<file path="src/rtl/cpu_fetch_unit.sv">
// Instruction fetch stage: reads opcode and operand bytes one at a time,
// advances the PC through the register file and hands the instruction to decode.
module cpu_fetch_unit #(
    parameter int         MEM_LATENCY                = 1,
    parameter logic [7:0] RESET_VECTOR_UNUSED_OPCODE = 8'hEA
) (
    input  logic        clk,
    input  logic        reset,
    input  logic [15:0] pc,
    output logic [15:0] pc_in,
    output logic        we_pc,
    output logic [15:0] mem_addr,
    output logic        mem_rd,
    input  logic [7:0]  mem_rdata,
    input  logic        fetch_req,
    input  logic        flush,
    output logic        busy,
    output logic        instr_valid,
    input  logic        instr_ready,
    output logic [7:0]  opcode,
    output logic [15:0] operand,
    output logic [1:0]  instr_len,
    output logic [15:0] instr_pc
);

    localparam logic [2:0] S_IDLE    = 3'd0;
    localparam logic [2:0] S_WAIT_OP = 3'd1;
    localparam logic [2:0] S_WAIT_LO = 3'd2;
    localparam logic [2:0] S_WAIT_HI = 3'd3;
    localparam logic [2:0] S_HOLD    = 3'd4;

    localparam logic [2:0] LAT = 3'(MEM_LATENCY);

    function automatic logic [1:0] decode_len(input logic [7:0] op);
        logic [3:0] lo;
        logic [3:0] hi;
        logic [1:0] len;
        lo = op[3:0];
        hi = op[7:4];
        if (lo == 4'h8 || lo == 4'hA ||
            op == 8'h00 || op == 8'h40 || op == 8'h60)
            len = 2'd1;
        else if (lo >= 4'hC || op == 8'h20 ||
                 ((lo == 4'h9 || lo == 4'hB) && hi[0]))
            len = 2'd3;
        else
            len = 2'd2;
        return len;
    endfunction

    logic [2:0]  state_q, state_d;
    logic [2:0]  cnt_q, cnt_d;
    logic [15:0] pc_in_q, pc_in_d;
    logic        we_pc_q, we_pc_d;
    logic [15:0] mem_addr_q, mem_addr_d;
    logic        mem_rd_q, mem_rd_d;
    logic        busy_q;
    logic        valid_q, valid_d;
    logic [7:0]  opcode_q, opcode_d;
    logic [15:0] operand_q, operand_d;
    logic [1:0]  len_q, len_d;
    logic [15:0] ipc_q, ipc_d;
    logic        issue;
    logic [1:0]  rd_len;

    assign rd_len = decode_len(mem_rdata);

    // Next-state: wait for each byte, capture it, then issue the next one
    always_comb begin
        state_d    = state_q;
        cnt_d      = cnt_q;
        pc_in_d    = pc_in_q;
        we_pc_d    = 1'b0;
        mem_addr_d = mem_addr_q;
        mem_rd_d   = 1'b0;
        valid_d    = valid_q;
        opcode_d   = opcode_q;
        operand_d  = operand_q;
        len_d      = len_q;
        ipc_d      = ipc_q;
        issue      = 1'b0;
        if (flush) begin
            state_d = S_IDLE;
            valid_d = 1'b0;
        end else begin
            case (state_q)
                S_IDLE: begin
                    if (fetch_req) begin
                        ipc_d   = pc;
                        issue   = 1'b1;
                        state_d = S_WAIT_OP;
                    end
                end
                S_WAIT_OP: begin
                    if (cnt_q != 3'd0) begin
                        cnt_d = cnt_q - 3'd1;
                    end else begin
                        opcode_d  = mem_rdata;
                        operand_d = 16'h0000;
                        len_d     = rd_len;
                        if (rd_len == 2'd1) begin
                            valid_d = 1'b1;
                            state_d = S_HOLD;
                        end else begin
                            issue   = 1'b1;
                            state_d = S_WAIT_LO;
                        end
                    end
                end
                S_WAIT_LO: begin
                    if (cnt_q != 3'd0) begin
                        cnt_d = cnt_q - 3'd1;
                    end else begin
                        operand_d[7:0] = mem_rdata;
                        if (len_q == 2'd2) begin
                            valid_d = 1'b1;
                            state_d = S_HOLD;
                        end else begin
                            issue   = 1'b1;
                            state_d = S_WAIT_HI;
                        end
                    end
                end
                S_WAIT_HI: begin
                    if (cnt_q != 3'd0) begin
                        cnt_d = cnt_q - 3'd1;
                    end else begin
                        operand_d[15:8] = mem_rdata;
                        valid_d         = 1'b1;
                        state_d         = S_HOLD;
                    end
                end
                S_HOLD: begin
                    if (instr_ready) begin
                        valid_d = 1'b0;
                        state_d = S_IDLE;
                    end
                end
                default: state_d = S_IDLE;
            endcase
        end
        if (issue) begin
            mem_addr_d = pc;
            mem_rd_d   = 1'b1;
            pc_in_d    = pc + 16'd1;
            we_pc_d    = 1'b1;
            cnt_d      = LAT;
        end
    end

    // State and output registers with synchronous reset
    always_ff @(posedge clk) begin
        if (reset) begin
            state_q    <= S_IDLE;
            cnt_q      <= 3'd0;
            pc_in_q    <= 16'h0000;
            we_pc_q    <= 1'b0;
            mem_addr_q <= 16'h0000;
            mem_rd_q   <= 1'b0;
            busy_q     <= 1'b0;
            valid_q    <= 1'b0;
            opcode_q   <= RESET_VECTOR_UNUSED_OPCODE;
            operand_q  <= 16'h0000;
            len_q      <= 2'd1;
            ipc_q      <= 16'h0000;
        end else begin
            state_q    <= state_d;
            cnt_q      <= cnt_d;
            pc_in_q    <= pc_in_d;
            we_pc_q    <= we_pc_d;
            mem_addr_q <= mem_addr_d;
            mem_rd_q   <= mem_rd_d;
            busy_q     <= (state_d != S_IDLE);
            valid_q    <= valid_d;
            opcode_q   <= opcode_d;
            operand_q  <= operand_d;
            len_q      <= len_d;
            ipc_q      <= ipc_d;
        end
    end

    assign pc_in       = pc_in_q;
    assign we_pc       = we_pc_q;
    assign mem_addr    = mem_addr_q;
    assign mem_rd      = mem_rd_q;
    assign busy        = busy_q;
    assign instr_valid = valid_q;
    assign opcode      = opcode_q;
    assign operand     = operand_q;
    assign instr_len   = len_q;
    assign instr_pc    = ipc_q;

endmodule

</file>
<file path="config.mk">
export PLATFORM = sky130hd
export DESIGN_NAME = cpu_fetch_unit
export DESIGN_NICKNAME = d
export VERILOG_FILES = /design/src/rtl/cpu_fetch_unit.sv
export SDC_FILE = /design/constraint.sdc
export NUM_CORES = 1
export LEC_CHECK = 0
export ABC_AREA = 1
export CAP_MARGIN = 20
export CORE_ASPECT_RATIO = 0.75
export CORE_MARGIN = 1.5
export CORE_UTILIZATION = 51
export DETAILED_ROUTE_END_ITERATION = 12
export GPL_TIMING_DRIVEN = 0
export HOLD_SLACK_MARGIN = 0.12
export PLACE_DENSITY = 0.85
export REMOVE_ABC_BUFFERS = 1
export SYNTH_ARGS = -nofsm -noshare
export SYNTH_HDL_FRONTEND = slang
export SYNTH_SLANG_ARGS = --single-unit
</file>
<file path="constraint.sdc">
create_clock -name clk -period 5.1 [get_ports clk]
set_clock_uncertainty 0.2 [all_clocks]
set_input_delay 1.02 -clock clk [delete_from_list [all_inputs] [get_ports clk]]
set_output_delay 1.02 -clock clk [all_outputs]
set_load 0.01 [all_outputs]
</file>
==> impl_metrics.py, run 1 <==
metrics = {
    "run_status": {
        "outcome": "finished clean",
    },
    "synth": {
        "synth_cell_type_count": 27,
        "synth_compound_area_share_pct": 9.96,
        "synth_adder_area_share_pct": 1.01,
        "synth_seq_cells": 83,
        "synth_seq_area_share_pct": 44.8,
        "avgSynthCellArea_um2": 7.27,
        "synth_top_family_by_area": "simple AND/OR/NAND/NOR gates",
        "syn_area_um2": 3710,
        "netlist_instances": 510,
        "ys_warn_count": 0,
        "synth-simple-area-share_pct": 33.3,
        "synth-xor-area-share_pct": 2.13,
        "synth_mux_area_share_pct": 0,
    },
    "placed_design": {
        "place.gp.congestion": 0.943,
        "port_buffers": 106,
        "hpwl_mm": 7.08,
    },
    "detailed_routing": {
        "route.antenna.remaining_nets": 0,
        "num_vias": 3830,
        "routed_via_density": 5.42,
        "wl_per_cell_um": 14.5,
        "firstDrtPassIters": 5,
        "drt_iter0_drc": 242,
        "drt_wl_total_mm": 10.3,
        "drc": 0,
    },
    "sta": {
        "hold_viol": 0,
        "worstMarginPinSlew_ns": 0.856,
        "finalSetupViolCount": 0,
        "relSlewSlack_pct": 42.8,
        "finalCritPeriodShare_pct": 60.0,
        "max_freq_mhz": 327,
        "rsz0062_at_grt": "false",
        "holdWs_ns": 0.268,
        "period_needed_ns": 3.06,
        "final.setup.tns_ns": 0,
        "final_max_slew_viol_count": 0,
    },
    "power": {
        "power_frac_comb_pct": 17.4,
        "leakagePower_nw": 2.15,
        "swShare_pct": 28.8,
        "finalPower_mw": 1.36,
        "p_sw_uw": 393,
        "pwr-share-clk_pct": 31.5,
        "pwr-share-seq_pct": 51.2,
        "powerDensity_nw_per_um2": 274,
        "p_int_uw": 970,
        "vdd_drop_max_v": 0.000171,
    },
    "job": {
        "max_cap_viol_count": 0,
    },
    "setup_path": {
        "cp_slowest_stage_delay_ns": 0.85,
        "critPathSlowestCell": "clkdlybuf4s50_1",
        "crit_path_start_kind": "input pin",
        "critPathMaxFanout": 53,
        "crit_arrival_ns": 3.15,
        "worstPathRequired_ns": 5.19,
        "path_cells": "clkdlybuf4s50_1 -> inv_2 -> buf_12 -> o21ai_0 -> a21oi_1",
        "crit_type": "in -> reg",
        "crit_path_end_kind": "flip-flop",
    },
    "final_layout": {
        "final_common_cell": "nand2_1",
        "drive_gt1_share_pct": 6.25,
        "fillCellCount": 555,
        "syn_to_final_growth_pct": 34.3,
        "final_nets": 636,
        "final_cell_mix": "nand2_1, clkdlybuf4s50_1, dfxtp_1, nand3_1, inv_1",
        "n_antenna_cell": 0,
    },
    "clock_network": {
        "htreeDepth": 3,
        "postCtsSetupRepairBufs": 0,
        "clkTransAtPathRegs_ns": 0.08,
        "clockRootBuffer": "clkbuf_8",
        "cts_tree": "done",
        "cts.sinks": 83,
        "clk_latency_ns": 0.36,
        "numCtsBuffers": 9,
        "cts_buffer_depth": 2,
        "postCtsHoldBufs": 0,
        "ctsResizeCount": 0,
    },
    "die": {
        "rows": 26,
        "initial_core_util_pct": 53.5,
        "dieArea_um2": 7790,
        "die_w_um": 101,
        "num_io_pins": 107,
        "die_h_um": 76.8,
        "coreArea_um2": 6930,
    },
    "grt": {
        "grt_pass1_vias": 3492,
        "track_usage_pct": 27.5,
        "grt_pass1_wl_mm": 16.9,
        "antenna_found_initial": 0,
        "grt_overflow": 0,
        "grt_max_degree": 54,
    },
    "min_path": {
        "hp-class": "reg -> reg",
    },
}
per-stage QoR:
stage	setup WS [ns]	cells	util [%]	instance area [um^2]
floorplan	2.54	484	-	3570
global placement	1.43	688	68.6	4750
detailed placement	1.38	690	69.1	4790
CTS	1.74	705	71.6	4960
global route	1.87	706	71.8	4980
finish	2.04	706	71.8	4980
layout make-up:
cell class,count,area [um^2],share of cell area (%)
clock buffer,10,138,2.76
tap,98,123,2.46
sequential,83,1660,33.4
timing repair buffer,109,1120,22.4
multi-input combinational,351,1720,34.6
inverter,50,188,3.77
clock inverter,5,30.0,0.603
power by group through the flow:
| stage | Combinational [mW] | Sequential [mW] | Clock [mW] |
|---|---|---|---|
| floorplan | 0.0931 | 0.724 | 0 |
| global route | 0.258 | 0.701 | 0.461 |
| global placement | 0.225 | 0.710 | 0 |
| finish | 0.237 | 0.697 | 0.429 |
| detailed placement | 0.232 | 0.711 | 0 |
| CTS | 0.234 | 0.697 | 0.432 |
kinds of logic after synthesis:
kind of cell    Yosys count
simple gates            270
compound gates           69
fa+ha+maj                 3
xor+xnor                  9
buf+inv                  76
flops                    83
routing by layer:
metal,routed length [um],global-route usage [%],vias to the layer above
li1,-,-,1861
met1,4600,38.3,1762
met2,4580,40.7,190
met3,902,7.84,17
met4,180,9.58,0
met5,0,0,-
state kept, by name, indices dropped and copies added, names as in the netlist:
register	count
opcode	8
instr_pc	16
mem_addr	16
cnt_q	3
state_q	3
busy	1
instr_len	2
mem_rd	1
pc_in	16
instr_valid	1
operand	16
final timing paths:
path | from | to | slack (ns) | depth (start not counted)
min | operand[12]$_SDFFE_PP0P_ | operand[12]$_SDFFE_PP0P_ | 0.27 | 2
max reg2reg | cnt_q[0]$_SDFFE_PP0P_ | cnt_q[1]$_SDFFE_PP0P_ | 2.90 | 11
max | reset | instr_pc[12]$_SDFFE_PP0P_ | 2.04 | 5
min reg2reg | operand[12]$_SDFFE_PP0P_ | operand[12]$_SDFFE_PP0P_ | 0.27 | 2
synthesized netlist by cell type, drive strengths merged:
cell,number,area [um^2]
ha,3,37.5
nand2,130,510
o21bai,1,7.51
dfxtp,83,1660
a21oi,38,194
inv,49,184
nor3b,1,7.51
nor2,46,193
nor3,1,5.00
xor2,9,78.8
clkbuf,10,38.8
clkinv,1,3.75
o211ai,7,52.6
o21ai,23,115
buf,16,97.6
nand4,35,219
nand3,57,300
worst max-delay path: cells and delay by family:
kind	cells	cell delay, ns
AOI/OAI and AO/OA	2	0.29
buffers and inverters	3	1.82
Power figures use the tool's default switching activity.
==> run 2: changes to the inputs <==
--- a/config.mk
+++ b/config.mk
@@ -9,11 +9,11 @@
 export CAP_MARGIN = 20
 export CORE_ASPECT_RATIO = 0.75
 export CORE_MARGIN = 1.5
-export CORE_UTILIZATION = 51
+export CORE_UTILIZATION = 43
 export DETAILED_ROUTE_END_ITERATION = 12
 export GPL_TIMING_DRIVEN = 0
 export HOLD_SLACK_MARGIN = 0.12
-export PLACE_DENSITY = 0.85
+export PLACE_DENSITY = 0.76
 export REMOVE_ABC_BUFFERS = 1
 export SYNTH_ARGS = -nofsm -noshare
 export SYNTH_HDL_FRONTEND = slang
==> constraint.sdc (replaced) <==
create_clock -name clk -period 2.49 [get_ports clk]
set_clock_uncertainty 0.2 [all_clocks]
set_input_delay 0.498 -clock clk [delete_from_list [all_inputs] [get_ports clk]]
set_output_delay 0.498 -clock clk [all_outputs]
set_load 0.01 [all_outputs]
==> impl_metrics.py, run 2 (synthesis gave the netlist of run 1 again) <==
metrics = {
    "setup_path": {
        "reg2reg_depth": 11,
        "rr_endpoint": "cnt_q[2]$_SDFFE_PP0P_",
        "reg2reg_from": "cnt_q[0]$_SDFFE_PP0P_",
        "crit_path_end_kind": "flip-flop",
        "cp_slowest_stage_delay_ns": 0.56,
        "critPathSlowestCell": "clkdlybuf4s50_1",
        "path_cells": "clkdlybuf4s50_1 -> inv_1 -> nor2_1 -> nor2_1 -> nand2_1 -> nand3_1 -> nand2_8 -> nand2_8 -> nand3_1 -> nand2_1",
        "crit_path_start_kind": "input pin",
        "ff2ff_setup_slack_ns": 0.39,
        "worstPathRequired_ns": 2.51,
        "crit_arrival_ns": 2.31,
        "crit_type": "in -> reg",
        "critPathMaxFanout": 34,
    },
    "clock_network": {
        "htreeDepth": 3,
        "postCtsSetupRepairBufs": 0,
        "ctsResizeCount": 2,
        "cts_buffer_depth": 2,
        "numCtsBuffers": 9,
        "clkTransAtPathRegs_ns": 0.07,
        "clockRootBuffer": "clkbuf_16",
        "cts_tree": "done",
        "postCtsHoldBufs": 0,
        "clk_latency_ns": 0.33,
        "cts.sinks": 83,
    },
    "detailed_routing": {
        "drc": 0,
        "drt_iter0_drc": 187,
        "wl_met3_um": 549,
        "wl_met2_mm": 4.40,
        "route.antenna.remaining_nets": 0,
        "wl_per_cell_um": 14.2,
        "routed_via_density": 5.15,
        "num_vias": 3682,
        "met1_length_mm": 5.06,
        "highest_layer": "met4",
        "drt_wl_total_mm": 10.2,
        "firstDrtPassIters": 5,
    },
    "sta": {
        "holdWs_ns": 0.265,
        "hold_viol": 0,
        "fin_ws_ns": 0.203,
        "final.setup.tns_ns": 0,
        "worstMarginPinSlew_ns": 0.858,
        "finalCritPeriodShare_pct": 91.9,
        "relSlewSlack_pct": 42.8,
        "period_needed_ns": 2.29,
        "rsz0062_at_grt": "false",
        "max_freq_mhz": 437,
        "final_max_slew_viol_count": 0,
        "finalSetupViolCount": 0,
    },
    "final_layout": {
        "fin_util_pct": 61.1,
        "final_nets": 635,
        "final_common_cell": "nand2_1",
        "stdcell_area_um2": 5140,
        "final_cells": 715,
        "syn_to_final_growth_pct": 38.8,
        "fillCellCount": 757,
        "drive_gt1_share_pct": 6.26,
        "multi_input_area_um2": 1740,
        "final_cell_mix": "nand2_1, clkdlybuf4s50_1, dfxtp_1, nand3_1, inv_1",
        "seqCellArea_um2": 1660,
        "n_antenna_cell": 0,
    },
    "die": {
        "die_h_um": 83.4,
        "rows": 29,
        "num_io_pins": 107,
        "die_w_um": 110,
        "coreArea_um2": 8420,
        "initial_core_util_pct": 44.0,
        "dieArea_um2": 9190,
    },
    "grt": {
        "grt_overflow": 0,
        "grt_pass1_wl_mm": 16.5,
        "antenna_found_initial": 0,
        "grt_pass1_vias": 3378,
        "grt_max_degree": 52,
        "track_usage_pct": 22.9,
    },
    "power": {
        "finalPower_mw": 3.36,
        "vdd_drop_max_v": 0.000354,
        "powerDensity_nw_per_um2": 653,
        "leakagePower_nw": 2.22,
    },
    "min_path": {
        "min_path_cells": 2,
        "min_from": "pc_in[7]$_SDFFE_PP0P_",
        "worst_hold_path.endpoint": "pc_in[7]$_SDFFE_PP0P_",
        "hp-class": "reg -> reg",
    },
    "job": {
        "max_cap_viol_count": 0,
    },
    "placed_design": {
        "place_inst": 700,
        "postPlaceCellArea_um2": 4800,
        "port_buffers": 106,
        "hpwl_mm": 7.22,
        "place.gp.congestion": 0.937,
        "pre_cts_slack_ns": -0.727,
    },
    "run_status": {
        "outcome": "finished clean",
    },
}
## run 2: how the worst max path moves through the flow
stage,start,to,slack [ns],depth (start not counted)
final,mem_rdata[5],mem_addr[3]$_SDFFE_PP0P_,0.20,10
after CTS,mem_rdata[5],mem_addr[3]$_SDFFE_PP0P_,0.06,10
after floorplan,state_q[1]$_SDFF_PP0_,instr_pc[1]$_SDFFE_PP0P_,0.45,6
after global placement,flush,cnt_q[1]$_SDFFE_PP0P_,-0.74,5
after detailed placement,flush,cnt_q[1]$_SDFFE_PP0P_,-0.73,5
after global routing,mem_rdata[5],pc_in[14]$_SDFFE_PP0P_,0.04,10
## run 2: layer usage
layer	vias up	track usage, %
li1	1875	-
met1	1681	33.7
met2	113	32.6
met3	13	5.49
met4	0	7.69
met5	-	0
## run 2: area by class of cell
type,count,area share (%)
tap,108,2.63
multi-input combinational,351,33.8
clock buffer,10,4.64
timing repair buffer,108,21.3
inverter,50,3.67
clock inverter,5,1.65
sequential,83,32.3
## run 2: critical path, delay by kind of cell
| family | cells | cell delay [ns] |
|---|---|---|
| simple gates | 8 | 1.13 |
| buf+inv | 2 | 0.65 |
## run 2: where the power goes
part / switching, mW / total [mW] / internal [mW]
Combinational: 0.271 / 0.486 / 0.215
Clock: 0.540 / 1.44 / 0.905
Sequential: 0.0360 / 1.43 / 1.39
